<file path="src/rtl/mc_control_fsm.sv">
// mc_control_fsm
//   Multi-cycle control unit for the 16-bit lime processor. Decodes
//   {funct, opcode} from the instruction register and steps the datapath
//   through fetch / decode / execute / memory / writeback. Memory accesses
//   stall on a mem_req / mem_ready handshake. Illegal encodings halt the unit
//   in TRAP until Reset.
//
//   Optional build macro: CTRL_TIMEOUT_EN
//     Adds a memory watchdog. After MEM_TIMEOUT consecutive wait cycles the
//     unit traps with cause 2'b10. Without the macro no counter is built and
//     waits are unbounded.
//
// Ports
//   CLK                       in   clock, rising edge
//   Reset                     in   asynchronous active-high reset
//   input_control             in   {funct, opcode}
//   mem_ready                 in   memory completed the current request
//   mem_req                   out  memory access in progress
//   output_control_*          out  datapath strobes, mux selects, ALU op
//   trap                      out  unit halted in TRAP
//   trap_cause                out  00 none, 01 illegal encoding, 10 timeout
//   state_out                 out  current state encoding (debug)

module mc_control_fsm #(
    parameter int OP_W        = 3,
    parameter int FUNCT_W     = 4,
    parameter int ALUOP_W     = 4,
    parameter int LINK_OP     = 7,
    parameter int MEM_TIMEOUT = 16
) (
    input  logic                      CLK,
    input  logic                      Reset,
    input  logic [OP_W+FUNCT_W-1:0]   input_control,
    input  logic                      mem_ready,
    output logic                      mem_req,
    output logic                      output_control_branch,
    output logic                      output_control_IoD,
    output logic                      output_control_IRWrite,
    output logic                      output_control_Mem2Reg,
    output logic                      output_control_MemR,
    output logic                      output_control_MemW,
    output logic                      output_control_PCSrc,
    output logic                      output_control_PCWrite,
    output logic                      output_control_RegWrite,
    output logic [1:0]                output_control_ALUSrcA,
    output logic [1:0]                output_control_ALUSrcB,
    output logic [1:0]                output_control_branchType,
    output logic [ALUOP_W-1:0]        output_control_ALUOp,
    output logic                      trap,
    output logic [1:0]                trap_cause,
    output logic [3:0]                state_out
);

    localparam logic [3:0] S_FETCH     = 4'd0;
    localparam logic [3:0] S_DECODE    = 4'd1;
    localparam logic [3:0] S_RTYPE3    = 4'd2;
    localparam logic [3:0] S_RITYPE    = 4'd3;
    localparam logic [3:0] S_RTYPE_END = 4'd4;
    localparam logic [3:0] S_LW1       = 4'd5;
    localparam logic [3:0] S_LW2       = 4'd6;
    localparam logic [3:0] S_SW        = 4'd7;
    localparam logic [3:0] S_JALR      = 4'd8;
    localparam logic [3:0] S_BRANCH    = 4'd9;
    localparam logic [3:0] S_BRANCH2   = 4'd10;
    localparam logic [3:0] S_JAL       = 4'd11;
    localparam logic [3:0] S_TRAP      = 4'd15;

    localparam logic [1:0] CAUSE_ILLEGAL = 2'b01;
    localparam logic [1:0] CAUSE_TIMEOUT = 2'b10;

    logic [3:0]         state, state_next;
    logic [1:0]         cause_q, cause_next;
    logic [OP_W-1:0]    opcode;
    logic [FUNCT_W-1:0] funct;
    logic               wait_state;
    logic               waiting;
    logic               timeout;

    assign opcode = input_control[OP_W-1:0];
    assign funct  = input_control[OP_W+FUNCT_W-1:OP_W];

    // States that hold a memory request open and stall on mem_ready.
    assign wait_state = (state == S_FETCH) || (state == S_LW1) || (state == S_SW);
    assign waiting    = wait_state && !mem_ready;

`ifdef CTRL_TIMEOUT_EN
    localparam int CNT_W = (MEM_TIMEOUT < 1) ? 1 : $clog2(MEM_TIMEOUT + 1);

    logic [CNT_W-1:0] wait_cnt;

    // Counts consecutive stalled cycles; the edge that would bring the count
    // to MEM_TIMEOUT is the one that enters TRAP, and the counter clears then.
    always_ff @(posedge CLK or posedge Reset) begin
        if (Reset)
            wait_cnt <= '0;
        else if (waiting && !timeout)
            wait_cnt <= wait_cnt + CNT_W'(1);
        else
            wait_cnt <= '0;
    end

    assign timeout = waiting && (wait_cnt == CNT_W'(MEM_TIMEOUT - 1));
`else
    // MEM_TIMEOUT only matters when the watchdog is built.
    logic [31:0] unused_mem_timeout;
    assign unused_mem_timeout = 32'(MEM_TIMEOUT);
    assign timeout = 1'b0;
`endif

    // State register
    always_ff @(posedge CLK or posedge Reset) begin
        if (Reset) begin
            state   <= S_FETCH;
            cause_q <= 2'b00;
        end else begin
            state   <= state_next;
            cause_q <= cause_next;
        end
    end

    // Next-state logic
    always_comb begin
        state_next = state;
        cause_next = cause_q;
        case (state)
            S_FETCH: begin
                if (mem_ready)
                    state_next = S_DECODE;
                else if (timeout) begin
                    state_next = S_TRAP;
                    cause_next = CAUSE_TIMEOUT;
                end
            end
            S_DECODE: begin
                case (opcode)
                    OP_W'(0): state_next = S_RTYPE3;
                    OP_W'(1): begin
                        if (funct == FUNCT_W'(4'b1011))
                            state_next = S_JALR;
                        else if ((funct & FUNCT_W'(4'b1100)) == FUNCT_W'(4'b1100))
                            state_next = S_BRANCH;
                        else
                            state_next = S_RITYPE;
                    end
                    OP_W'(2): state_next = S_RITYPE;
                    OP_W'(3): state_next = S_FETCH;
                    OP_W'(4): state_next = S_JAL;
                    default: begin
                        state_next = S_TRAP;
                        cause_next = CAUSE_ILLEGAL;
                    end
                endcase
            end
            S_RTYPE3: begin
                if (funct > FUNCT_W'(4'b1000)) begin
                    state_next = S_TRAP;
                    cause_next = CAUSE_ILLEGAL;
                end else begin
                    state_next = S_RTYPE_END;
                end
            end
            S_RITYPE: begin
                if (funct == FUNCT_W'(4'b1001))
                    state_next = S_LW1;
                else if (funct == FUNCT_W'(4'b1010))
                    state_next = S_SW;
                else
                    state_next = S_RTYPE_END;
            end
            S_RTYPE_END: state_next = S_FETCH;
            S_LW1: begin
                if (mem_ready)
                    state_next = S_LW2;
                else if (timeout) begin
                    state_next = S_TRAP;
                    cause_next = CAUSE_TIMEOUT;
                end
            end
            S_LW2: state_next = S_FETCH;
            S_SW: begin
                if (mem_ready)
                    state_next = S_FETCH;
                else if (timeout) begin
                    state_next = S_TRAP;
                    cause_next = CAUSE_TIMEOUT;
                end
            end
            S_JALR:    state_next = S_FETCH;
            S_JAL:     state_next = S_FETCH;
            S_BRANCH:  state_next = S_BRANCH2;
            S_BRANCH2: state_next = S_FETCH;
            S_TRAP:    state_next = S_TRAP;
            // Unused encodings recover to FETCH.
            default:   state_next = S_FETCH;
        endcase
    end

    // Output logic (Moore, except FETCH qualifying IR/PC writes on mem_ready)
    always_comb begin
        mem_req                   = 1'b0;
        output_control_branch     = 1'b0;
        output_control_IoD        = 1'b0;
        output_control_IRWrite    = 1'b0;
        output_control_Mem2Reg    = 1'b0;
        output_control_MemR       = 1'b0;
        output_control_MemW       = 1'b0;
        output_control_PCSrc      = 1'b0;
        output_control_PCWrite    = 1'b0;
        output_control_RegWrite   = 1'b0;
        output_control_ALUSrcA    = 2'd0;
        output_control_ALUSrcB    = 2'd0;
        output_control_branchType = 2'd0;
        output_control_ALUOp      = '1;
        case (state)
            S_FETCH: begin
                mem_req                = 1'b1;
                output_control_MemR    = 1'b1;
                output_control_ALUOp   = '0;
                output_control_ALUSrcB = 2'd1;
                output_control_IRWrite = mem_ready;
                output_control_PCWrite = mem_ready;
            end
            S_RTYPE3: begin
                output_control_ALUOp   = ALUOP_W'(funct);
                output_control_ALUSrcA = 2'd2;
            end
            S_RITYPE: begin
                output_control_ALUOp   = ALUOP_W'(funct);
                output_control_ALUSrcA = 2'd2;
                output_control_ALUSrcB = 2'd2;
            end
            S_RTYPE_END: output_control_RegWrite = 1'b1;
            S_LW1: begin
                mem_req             = 1'b1;
                output_control_IoD  = 1'b1;
                output_control_MemR = 1'b1;
            end
            S_LW2: begin
                output_control_RegWrite = 1'b1;
                output_control_Mem2Reg  = 1'b1;
            end
            S_SW: begin
                mem_req             = 1'b1;
                output_control_IoD  = 1'b1;
                output_control_MemW = 1'b1;
            end
            S_JALR, S_JAL: begin
                output_control_ALUOp    = ALUOP_W'(LINK_OP);
                output_control_ALUSrcA  = 2'd3;
                output_control_ALUSrcB  = 2'd1;
                output_control_RegWrite = 1'b1;
                output_control_PCSrc    = 1'b1;
                output_control_PCWrite  = 1'b1;
            end
            S_BRANCH: begin
                output_control_ALUOp      = '0;
                output_control_ALUSrcB    = 2'd2;
                output_control_branch     = 1'b1;
                output_control_branchType = funct[1:0];
            end
            S_BRANCH2: begin
                output_control_ALUOp      = ALUOP_W'(1);
                output_control_ALUSrcA    = 2'd2;
                output_control_branch     = 1'b1;
                output_control_branchType = funct[1:0];
                output_control_PCSrc      = 1'b1;
                output_control_PCWrite    = 1'b1;
            end
            default: ;
        endcase
        // While held in reset the state reads FETCH, but no fetch may start.
        if (Reset) begin
            mem_req                = 1'b0;
            output_control_MemR    = 1'b0;
            output_control_IRWrite = 1'b0;
            output_control_PCWrite = 1'b0;
        end
    end

    assign trap       = (state == S_TRAP);
    assign trap_cause = cause_q;
    assign state_out  = state;

endmodule

</file>
<file path="config.mk">
export PLATFORM = sky130hd
export DESIGN_NAME = mc_control_fsm
export DESIGN_NICKNAME = d
export VERILOG_FILES = /design/src/rtl/mc_control_fsm.sv
export SDC_FILE = /design/constraint.sdc
export NUM_CORES = 1
export LEC_CHECK = 0
export BUFFER_PORTS_ARGS = -buffer_cell sky130_fd_sc_hd__buf_2
export CAP_MARGIN = 10
export CORE_MARGIN = 2
export CORE_UTILIZATION = 30
export CTS_CLUSTER_SIZE = 10
export DETAILED_ROUTE_END_ITERATION = 12
export MAX_ROUTING_LAYER = met4
export PLACE_DENSITY_LB_ADDON = 0.25
export SETUP_SLACK_MARGIN = 0.4
export SLEW_MARGIN = 15
export SYNTH_ARGS = -nofsm -noshare
export SYNTH_HDL_FRONTEND = slang
export SYNTH_SLANG_ARGS = --single-unit
</file>
<file path="constraint.sdc">
create_clock -name CLK -period 1.6 [get_ports CLK]
set_input_delay 0.08 -clock CLK [delete_from_list [all_inputs] [get_ports CLK]]
set_output_delay 0.08 -clock CLK [all_outputs]
set_load 0.01 [all_outputs]
</file>
-- Word level (Yosys, flattened, before mapping)
Index checks and enable logic that the tools add are counted.
- flip-flop bits (word level): 6
- word-level logic and storage cells: 77
- muxes and demuxes: 31
- eq/ne operators: 25
- order comparisons: 1
- reductions and logical operators: 18
- operators with widths (cell ; number):
    $eq 4x4->1 const B ; 8
    $pmux 4 s8 ; 1
    $mux 4 ; 6
    $pmux 4 s5 ; 1
    $eq 4x3->1 const B ; 4
    $pmux 4 s4 ; 1
    $reduce_or 2->1 ; 7
    $mux 1 ; 13
    $pmux 2 s2 ; 3
    $reduce_or 3->1 ; 4
    $mux 2 ; 5
    $ne 2x2->1 const B ; 5
    $eq 4x2->1 const B ; 2
    $eq 3x2->1 const B ; 2
    $reduce_and 3->1 ; 2
    $reduce_or 5->1 ; 1
    $eq 4x1->1 const B ; 1
    $gt 4x4->1 const B ; 1
    $logic_not 4->1 ; 1
    $reduce_or 4->1 ; 1
    $eq 3x1->1 const B ; 1
    $eq 3x3->1 const B ; 1
    $logic_not 3->1 ; 1
    $eq 2x2->1 const B ; 1
    other kinds (2) ; 2

-- Longest topological paths before layout
Gate-level depths: netlist of the first run.
- depth in word-level cells: 5
- mapped depth: 6

-- Worst setup path before layout of the first run
No wires, ideal clock.
- path type: reg-to-output
- start: register state[3] (netlist: state_out[3])
- end: output port output_control_MemR
- buffers on the path: 3
- required time: 1520 ps
- path slack: 146 ps
- arrival time: 1374 ps
- stages on the path, launching flop included: 5
- cell sequence: dfrtp_1 clkbuf_1 buf_2 buf_2 nor4_1
- word-level cells in the longest chain between the ends: 4
- elaborated cells between the ends (all ways): 5
- ends and longest elaborated chain (element ; RTL line ; RTL):
    start: declaration ; 71 ; logic [3:0] state, state_next;
    start signal: assignment ; 116 ; state <= state_next;
    $eq 4x3->1 / $logic_not 4->1 (equally long branches) ; 214 ; case (state)
    $reduce_or 2->1 (no line) * ; - ;
    $mux 1 * ; 214 ;
    $mux 1 * ; 272 ; if (Reset) begin
    end: declaration ; 40 ; output logic output_control_MemR,
Every way passes the cells marked *; elsewhere a longest branch is shown, timed or not.

-- Worst setup path after layout of the first run
- start: register state[1] (netlist: state_out[1])
- end: register state[1] (netlist: state_out[1])
- word-level cells in the longest chain between the ends: 3
- elaborated cells between the ends (all ways): 13
- ends and longest elaborated chain (element ; RTL line ; RTL):
    $eq 4x3->1 / $logic_not 4->1 (equally long branches) ; 125 ; case (state)
    $ne 2x2->1 (no line) ; - ;
    $reduce_and 3->1 (no line) ; - ;
Parallel ways exist; a longest one is shown, timed or not.
A chain may end at the register's enable or synchronous reset.

==> impl_results.md, run 1 <==
- Initial antenna violation count: 0
- WP data arrival: roughly 1.7 ns
- CTS clk-pin slew, worst paths: roughly 0.05 ns
- Cell Int Power: between 1500 and 2000 µW
- Total chip power: 3210 µW
- Setup Skew: ~0.011 ns
- Starting DRT DRC Count: 32
- Fin nets: about 190
- Die height: ~55 µm
- Failing checks: negative setup slack
- Hold Violations, Final: 0
- Status: finished, violations left
- Std-Cell Rows: 18
- Register area share after synthesis: between 15 and 20%
- CTS tree: built
- Worst hold path stage count: 3
- First-pass GRT wire length: roughly 4.8 mm
- Clock share of power: under 10%
- Synth Cell Area: between 700 and 800 µm²
- Commonest non-fill, non-tap cell in the layout: buf_2
- Maxcap violations: 0
- Share of cells above drive strength 1: a little under two thirds
- Place WS: 0.0560 ns
- CORE AREA: 2480 µm²
- Diode count: 0
- Met3 WL post-DR: approximately 180 µm
- Hold WS: around 0.19 ns
- Type of the worst setup path: flop to flop
- Worst path required time: 1.71 ns
- Vias in the first global route: roughly 1,000
- Synth async-reset ratio: 100%
- Setup ws final: -0.0197 ns
- Top Metal Used: met4
- Fin Setup TNS: -0.0197 ns
- Hold Path Class: primary input to flop
- Final period util: 101%
- Total GRT Usage: 22.3%
- Initial Util: 31.5%
- Total CTS buffers: 3
- Post-Syn Nets: roughly 130
- Worst R2R Setup Slack: -0.02 ns
- Sw frac: a little under half
- Reg2reg path depth: 5
- Drt wl/cell: 16.4 µm
- Yosys cell types: between 40 and 50
- Final Core Density: between 60% and 70%
- Fmax achieved: around 0.6 GHz
- # IOs: 37
- Clock latency at the later pin of the worst-skew pair: about 0.24 ns
- Critical R2R Launch: state_out[1]
- Standby leakage power: around 0.00073 µW
- Clk root buf: clkbuf_4
- Clock sink count: 5
- Unrepaired setup endpoints after global routing: yes
- M1 WL: roughly 1.4 mm
- Hold EP: state_out[3]
- Routed vias: 1,180
- Worst vdd ir: between 1000 and 1500 µV
- Router iterations before antenna repair: 4
- Post-DP HPWL: slightly below 2 mm
- Crit path launch type: flop
- DRT antenna net count: 0
- Register share of total power: 8.9%
- Reg-to-reg endpoint: state_out[1]
- Final setup fails: 1
- Flops & latches, synth: 5
- H-tree Lvls: 1
- Final Slew Violations: 0
- Die X: ~55 µm
- Ys flop type: dfrtp_1
- Placer Congestion: approximately 0.88
- Area grow syn2layout: 103%
- Critical path peak fanout: 6
- GRT overflow: 0
- Min Tclk post-route: 1.62 ns
- Largest net degree at the start of global routing: 11
- Met2 wire length: roughly 1.8 mm
- Switching Power: between 1500 and 2000 µW
- Die ar.: 3020 µm²
- DRC Markers: 0
- Max Root-Sink Buffers: 2
- PortBufs: 35
- PD cells: ~2000 nW/µm²
- Synthesis Warnings: 0
- Number of synthesized flops with an enable pin: 0
- Syn_area_per_cell: between 6 and 7 µm²
- Commonest non-fill, non-tap cells in the layout: buf_2 (32), buf_4 (25), buf_6 (11)
- Combinational share of power: roughly 86%
- Post-Synthesis Cells: about 120
- Vias per cell: about 5.5
- Final WL: approximately 3.5 mm
- Critical Path Sink Type: flop
- Hold_sp: input_control[0]
==> power by group through the flow <==
stage	sequential (µW)	combinational, µW	clock [µW]
global placement	359	1670	0
detailed placement	363	1680	0
finish	285	2780	151
global route	292	2970	162
floorplan	239	1320	0
CTS	262	2400	149
==> critical path, cell delays in order, from the launching register on <==
cell and delay (ns):
dfrtp_4 0.53, buf_4 0.16, xnor2_2 0.14, mux2_4 0.27
a221oi_2 0.27, o21ai_1 0.12
==> final cells by class <==
class	instances	area, µm²
fill	202	893
multi-input combinational	94	768
timing repair buffer	74	587
sequential	5	133
tap	30	37.5
inverter	6	32.5
clock buffer	4	26.3
==> cells by family after synthesis <==
logic type             synth area share [%]
AO/OA/AOI/OAI                          28.9
multiplexers                           1.44
AND/OR/NAND/NOR                        38.8
other                                 0.481
buffers and inverters                  9.79
flip-flops                             16.1
XOR/XNOR                               4.50
==> flip-flops by register name (all words and copies together) (netlist names) <==
signal      cells
trap_cause      1
state_out       4
==> per-stage QoR <==
stage          instance area [µm²]  cells
2_1_floorplan                  896    115
3_3_place_gp                  1100    180
3_5_place_dp                  1100    180
4_1_cts                       1440    207
5_1_grt                       1580    213
6_report                      1580    213
==> per-layer routing <==
layer,vias to the layer above,global-route usage (%)
met5,-,-
met4,0,6.10
met3,8,2.69
met2,48,38.3
met1,574,27.7
li1,550,-
==> how the worst max path moves through the flow <==
stage | from | to
finish | state_out[1] | state_out[1]
CTS | state_out[1] | mem_req
global route | state_out[1] | state_out[1]
detailed placement | state_out[1] | state_out[1]
global placement | state_out[1] | state_out[0]
floorplan | state_out[1] | state_out[0]
==> cells in the mapped netlist (2+ instances only) <==
| cell | number | share of area (%) |
|---|---|---|
| nor4_1 | 2 | 1.6 |
| a21oi_1 | 11 | 7.1 |
| nor2_1 | 12 | 5.8 |
| nand3_1 | 2 | 1.3 |
| nand3b_1 | 2 | 1.9 |
| nor2b_1 | 6 | 4.8 |
| nand2_1 | 7 | 3.4 |
| nor3_1 | 4 | 2.6 |
| dfrtp_1 | 5 | 16 |
| nand2b_1 | 4 | 3.2 |
| buf_4 | 2 | 1.9 |
| o21ai_0 | 12 | 7.7 |
| a211oi_1 | 2 | 1.9 |
| inv_1 | 6 | 2.9 |
| xnor2_1 | 2 | 2.2 |
| xor2_1 | 2 | 2.2 |
| buf_2 | 7 | 4.5 |
| and2_1 | 2 | 1.6 |
==> repair_timing <==
action	CTS	global route
gates cloned	0	2
hold buffers	1	0
hold endpoints to repair	5	0
setup endpoints to repair	29	27
resized for setup	33	16
setup buffers	22	4
pin swaps	8	10
Power figures use the tool's default switching activity.
==> inputs of run 2 (changes only) <==
--- a/config.mk
+++ b/config.mk
@@ -7,7 +7,6 @@
 export LEC_CHECK = 0
 export BUFFER_PORTS_ARGS = -buffer_cell sky130_fd_sc_hd__buf_2
 export CAP_MARGIN = 10
-export CORE_MARGIN = 2
 export CORE_UTILIZATION = 30
 export CTS_CLUSTER_SIZE = 10
 export DETAILED_ROUTE_END_ITERATION = 12
==> impl_results.md, run 2 (synthesis gave the netlist of run 1 again) <==
- Fin nets: between 150 and 200
- Router iterations before antenna repair: 5
- Routed vias: about 1,200
- Area grow syn2layout: 95.7%
- Vias in the first global route: about 1,100
- Final WL: between 3 and 4 mm
- Initial antenna violation count: 0
- Unrepaired setup endpoints after global routing: yes
- Rel. slew slack: 67.2%
- Initial Util: 31.8%
- PD cells: a little under 2000 nW/µm²
- Status: finished clean
- Vias per cell: between 5 and 6
- Total GRT Usage: approximately a quarter
- Std-Cell Rows: 18
- # IOs: 37
- Final Core Density: a little over 60%
- Max Root-Sink Buffers: 2
- Die height: approximately 53 µm
- Die ar.: roughly 2800 µm²
- Die X: 53.0 µm
- Worst path required time: between 1.5 and 2 ns
- Diode count: 0
- Met2 wire length: 1.70 mm
- Max reg flops: 4
- Worst Tran Pin Value: about 0.49 ns
- Fmax achieved: about 0.63 GHz
- H-tree Lvls: 1
- Final setup fails: 0
- Min Tclk post-route: 1.58 ns
- First-pass GRT wire length: a little over 5 mm
- Commonest non-fill, non-tap cell in the layout: buf_2
- Critical Path Sink Type: flop
- Starting DRT DRC Count: 24
- Drt wl/cell: 15.9 µm
- Type of the worst setup path: flop to flop
- DRT antenna net count: 0
- Post-DP HPWL: 1.94 mm
- Final Slew Violations: 0
- CTS tree: built
- Standby leakage power: ~0.00069 µW
- Top Metal Used: met4
- Clk root buf: clkbuf_4
- Crit path launch type: flop
- Commonest non-fill, non-tap cells in the layout: buf_2 (33), buf_4 (23), buf_6 (11)
- Post-DP Area: between 1000 and 1500 µm²
- Placer Congestion: 0.876
- CTS clk-pin slew, worst paths: roughly 0.040 ns
- Hold WS: 0.206 ns
- Final period util: roughly 100%
- Clock sink count: 5
- Maxcap violations: 0
- PortBufs: 35
- Hold Violations, Final: 0
- Hold Path Class: primary input to flop
- Critical path peak fanout: 7
- GRT overflow: 0
- Total chip power: ~3000 µW
- Clock latency at the later pin of the worst-skew pair: ~0.24 ns
- Largest net degree at the start of global routing: 12
- DRC Markers: 0
- WP data arrival: roughly 1.7 ns
- Total CTS buffers: 3
- M1 WL: 1.33 mm
- CORE AREA: 2450 µm²
- Met3 WL post-DR: 220 µm
- Worst R2R Setup Slack: between 0.02 and 0.025 ns
- Final instance area: between 1500 and 2000 µm²
- Setup Skew: 0.00417 ns
- Share of cells above drive strength 1: approximately two thirds
- Worst vdd ir: approximately 1600 µV
run 2: changes by cell type in the layout (fill, tap and decap cells not counted), moves of 2 or more:
cell and delta:
buf_12 -2, buf_4 -2, clkbuf_16 -2, inv_6 +2, xor2_4 +2
run 2: worst paths after layout:
path,end,start,depth (start not counted)
setup / recovery,state_out[1],state_out[1],6
hold / removal,state_out[3],input_control[0],3
setup reg to reg,state_out[1],state_out[1],6
hold reg to reg,trap_cause[0],trap_cause[0],1
max in group asynchronous,state_out[1],Reset,3
min in group asynchronous,state_out[0],Reset,3
run 2: timing repair:
item,CTS,global route
setup buffers,21,5
pin swaps,5,8
hold buffers,1,0
endpoints found under the setup margin,28,27
gates resized for setup,37,18
endpoints found under the hold margin,5,0
run 2: cell type report:
| type | count | area [µm²] |
|---|---|---|
| well taps | 30 | 37.5 |
| multi-input cells | 94 | 802 |
| repair buffers | 70 | 494 |
| flip-flops and latches | 5 | 130 |
| fillers | 215 | 930 |
| inverters | 6 | 35.0 |
| clock buffers | 4 | 26.3 |
run 2: power by group:
group | switching [µW] | internal [µW] | total [µW]
combinational | 1370 | 1270 | 2640
sequential | 63.8 | 180 | 244
clock | 51.6 | 94.2 | 146
run 2: layer usage:
metal | global-route usage, % | vias to the layer above
met1 | 32.8 | 552
met5 | - | -
met4 | 14.0 | 0
li1 | - | 545
met3 | 2.87 | 6
met2 | 42.2 | 50
run 2: worst max-delay path, cell delays in order, from the launching register on:
cell	delay [ns]
dfrtp_2	0.44
buf_6	0.15
nand3b_1	0.17
nor4b_4	0.39
buf_4	0.17
a221oi_2	0.03
o21ai_1	0.14
run 2: stage by stage:
step | setup TNS (ns) | cells | setup slack [ns]
2_1_floorplan | 0 | 115 | 0.265
3_3_place_gp | 0 | 178 | 0.0735
3_5_place_dp | 0 | 178 | 0.0169
4_1_cts | 0 | 204 | 0.0317
5_1_grt | -0.0889 | 209 | -0.0493
6_report | 0 | 209 | 0.0209
==> inputs of run 3 (changes only) <==
--- a/config.mk
+++ b/config.mk
@@ -7,6 +7,7 @@
 export LEC_CHECK = 0
 export BUFFER_PORTS_ARGS = -buffer_cell sky130_fd_sc_hd__buf_2
 export CAP_MARGIN = 10
+export CORE_MARGIN = 3
 export CORE_UTILIZATION = 30
 export CTS_CLUSTER_SIZE = 10
 export DETAILED_ROUTE_END_ITERATION = 12
==> constraint.sdc (replaced) <==
create_clock -name CLK -period 1.6 [get_ports CLK]
set_input_delay 0.24 -clock CLK [delete_from_list [all_inputs] [get_ports CLK]]
set_output_delay 0.24 -clock CLK [all_outputs]
set_load 0.01 [all_outputs]
==> impl_results.md, run 3 (synthesis gave the netlist of run 1 again) <==
- PD cells: 2110 nW/µm²
- Die height: roughly 57 µm
- Placer Congestion: roughly 0.90
- Setup ws final: -0.171 ns
- H-tree Lvls: 1
- Fin Setup TNS: -1.16 ns
- Fmax achieved: approximately 0.56 GHz
- Std-Cell Rows: 17
- Rel. slew slack: between 50% and 60%
- Type of the worst setup path: flop to output port
- Post-DP HPWL: 2.25 mm
- Status: finished, violations left
- Commonest non-fill, non-tap cells in the layout: buf_2 (24), buf_6 (21), buf_4 (19)
- Layout fillers: 151
- Area grow syn2layout: 131%
- Total area of sequential cells: 130 µm²
- Final setup fails: 18
- DRC Markers: 0
- Clock latency at the later pin of the worst-skew pair: between 0.2 and 0.3 ns
- Unrepaired setup endpoints after global routing: yes
- Critical Path Max Stage Delay: 0.45 ns
- Vias per cell: ~5.7
- Drt wl/cell: between 15 and 20 µm
- Total CTS buffers: 3
- Total chip power: 3800 µW
- Final Slew Violations: 0
- Final Core Density: 76.9%
- Diode count: 0
- Multi-input logic area: 918 µm²
- Commonest non-fill, non-tap cell in the layout: buf_2
- Max reg flops: 4
- CTS clk-pin slew, worst paths: 0.06 ns
- Cell chain of the critical path: buf_8 -> xor2_4 -> nor2_2 -> a31o_2 -> buf_6
- Hold Path Class: primary input to asynchronous set/reset pin
- Setup Skew: about 0.013 ns
- Critical path peak fanout: 6
- Maxcap violations: 0
- Worst vdd ir: around 1500 µV
- Largest net degree at the start of global routing: 15
- Share of cells above drive strength 1: ~75%
- Vias in the first global route: 1,118
- # IOs: 37
- Worst Tran Pin Value: just over 0.6 ns
- Max Root-Sink Buffers: 2
- Clk root buf: clkbuf_4
- Router iterations before antenna repair: 4
- Final period util: 111%
- Initial Util: between 30% and 40%
- WP data arrival: 1.53 ns
- GRT overflow: 0
- Total GRT Usage: between 20% and 30%
- Clock sink count: 5
- Final WL: between 3 and 4 mm
- Critical Path Sink Type: output port
- Worst path required time: 1.36 ns
- PortBufs: 35
- Routed vias: roughly 1,200
- Hold Violations, Final: 0
- Min Tclk post-route: ~1.8 ns
- Starting DRT DRC Count: 45
- Die ar.: around 3200 µm²
- CP max-delay cell: dfrtp_2
- Die X: about 57 µm
- DRT antenna net count: 0
- Standby leakage power: 0.000773 µW
- Fin nets: 192
- First-pass GRT wire length: around 5.2 mm
- Crit path launch type: flop
- Failing checks: negative setup slack
- CORE AREA: 2340 µm²
- CTS tree: built
- Initial antenna violation count: 0
[run 3: cell type report]
class	count	area share [%]
multi-input cells	94	51.0
repair buffers	72	36.1
flip-flops and latches	5	7.23
inverters	6	2.23
well taps	28	1.95
clock buffers	4	1.46
[run 3: where the power goes]
group / switching, µW / total, µW / internal, µW
registers: 86.7 / 267 / 180
logic: 1610 / 3360 / 1750
clock network: 78.3 / 174 / 95.9
total: 1770 / 3800 / 2020
[run 3: routing by layer]
metal | share of wire (%) | track usage [%]
met2 | 51 | 37.4
met3 | 7.0 | 3.39
met5 | 0 | -
met1 | 41 | 24.1
met4 | 1.5 | 6.95
[run 3: worst paths after layout]
path	from	end	slack (ns)	cells past startpoint
setup / recovery	state_out[1]	output_control_RegWrite	-0.17	5
hold / removal	Reset	state_out[2]	0.03	3
setup reg to reg	state_out[2]	state_out[1]	-0.08	6
hold reg to reg	trap_cause[0]	trap_cause[0]	0.48	1
max in group asynchronous	Reset	state_out[3]	1.43	3
min in group CLK	input_control[0]	state_out[3]	0.33	3
[run 3: timing repair]
item                                    4_1_cts  5_1_grt
hold buffers                                  0        0
gates cloned                                  0        0
pin swaps                                    14       17
resized for setup                            42       39
endpoints found under the setup margin       30       30
buffers inserted                             12       13
[run 3: metrics by stage]
| stage | worst slack (ns) | instances | hold WS, ns | instance area [µm²] |
|---|---|---|---|---|
| after floorplan | 0.204 | 115 | 0.0354 | 1000 |
| after global placement | 0.0827 | 180 | 0.297 | 1200 |
| after detailed placement | 0.0579 | 180 | 0.328 | 1200 |
| after CTS | -0.0878 | 196 | 0.0637 | 1500 |
| after global routing | -0.216 | 209 | 0.0389 | 1800 |
| final | -0.171 | 209 | 0.0283 | 1800 |
[run 3: worst max-delay path: cells and delay by family, from the launching register on]
family                 cells  cell delay, ns
AO/OA/AOI/OAI              1            0.23
XOR/XNOR                   1            0.21
buffers and inverters      2            0.29
flip-flops                 1            0.45
AND/OR/NAND/NOR            1            0.07
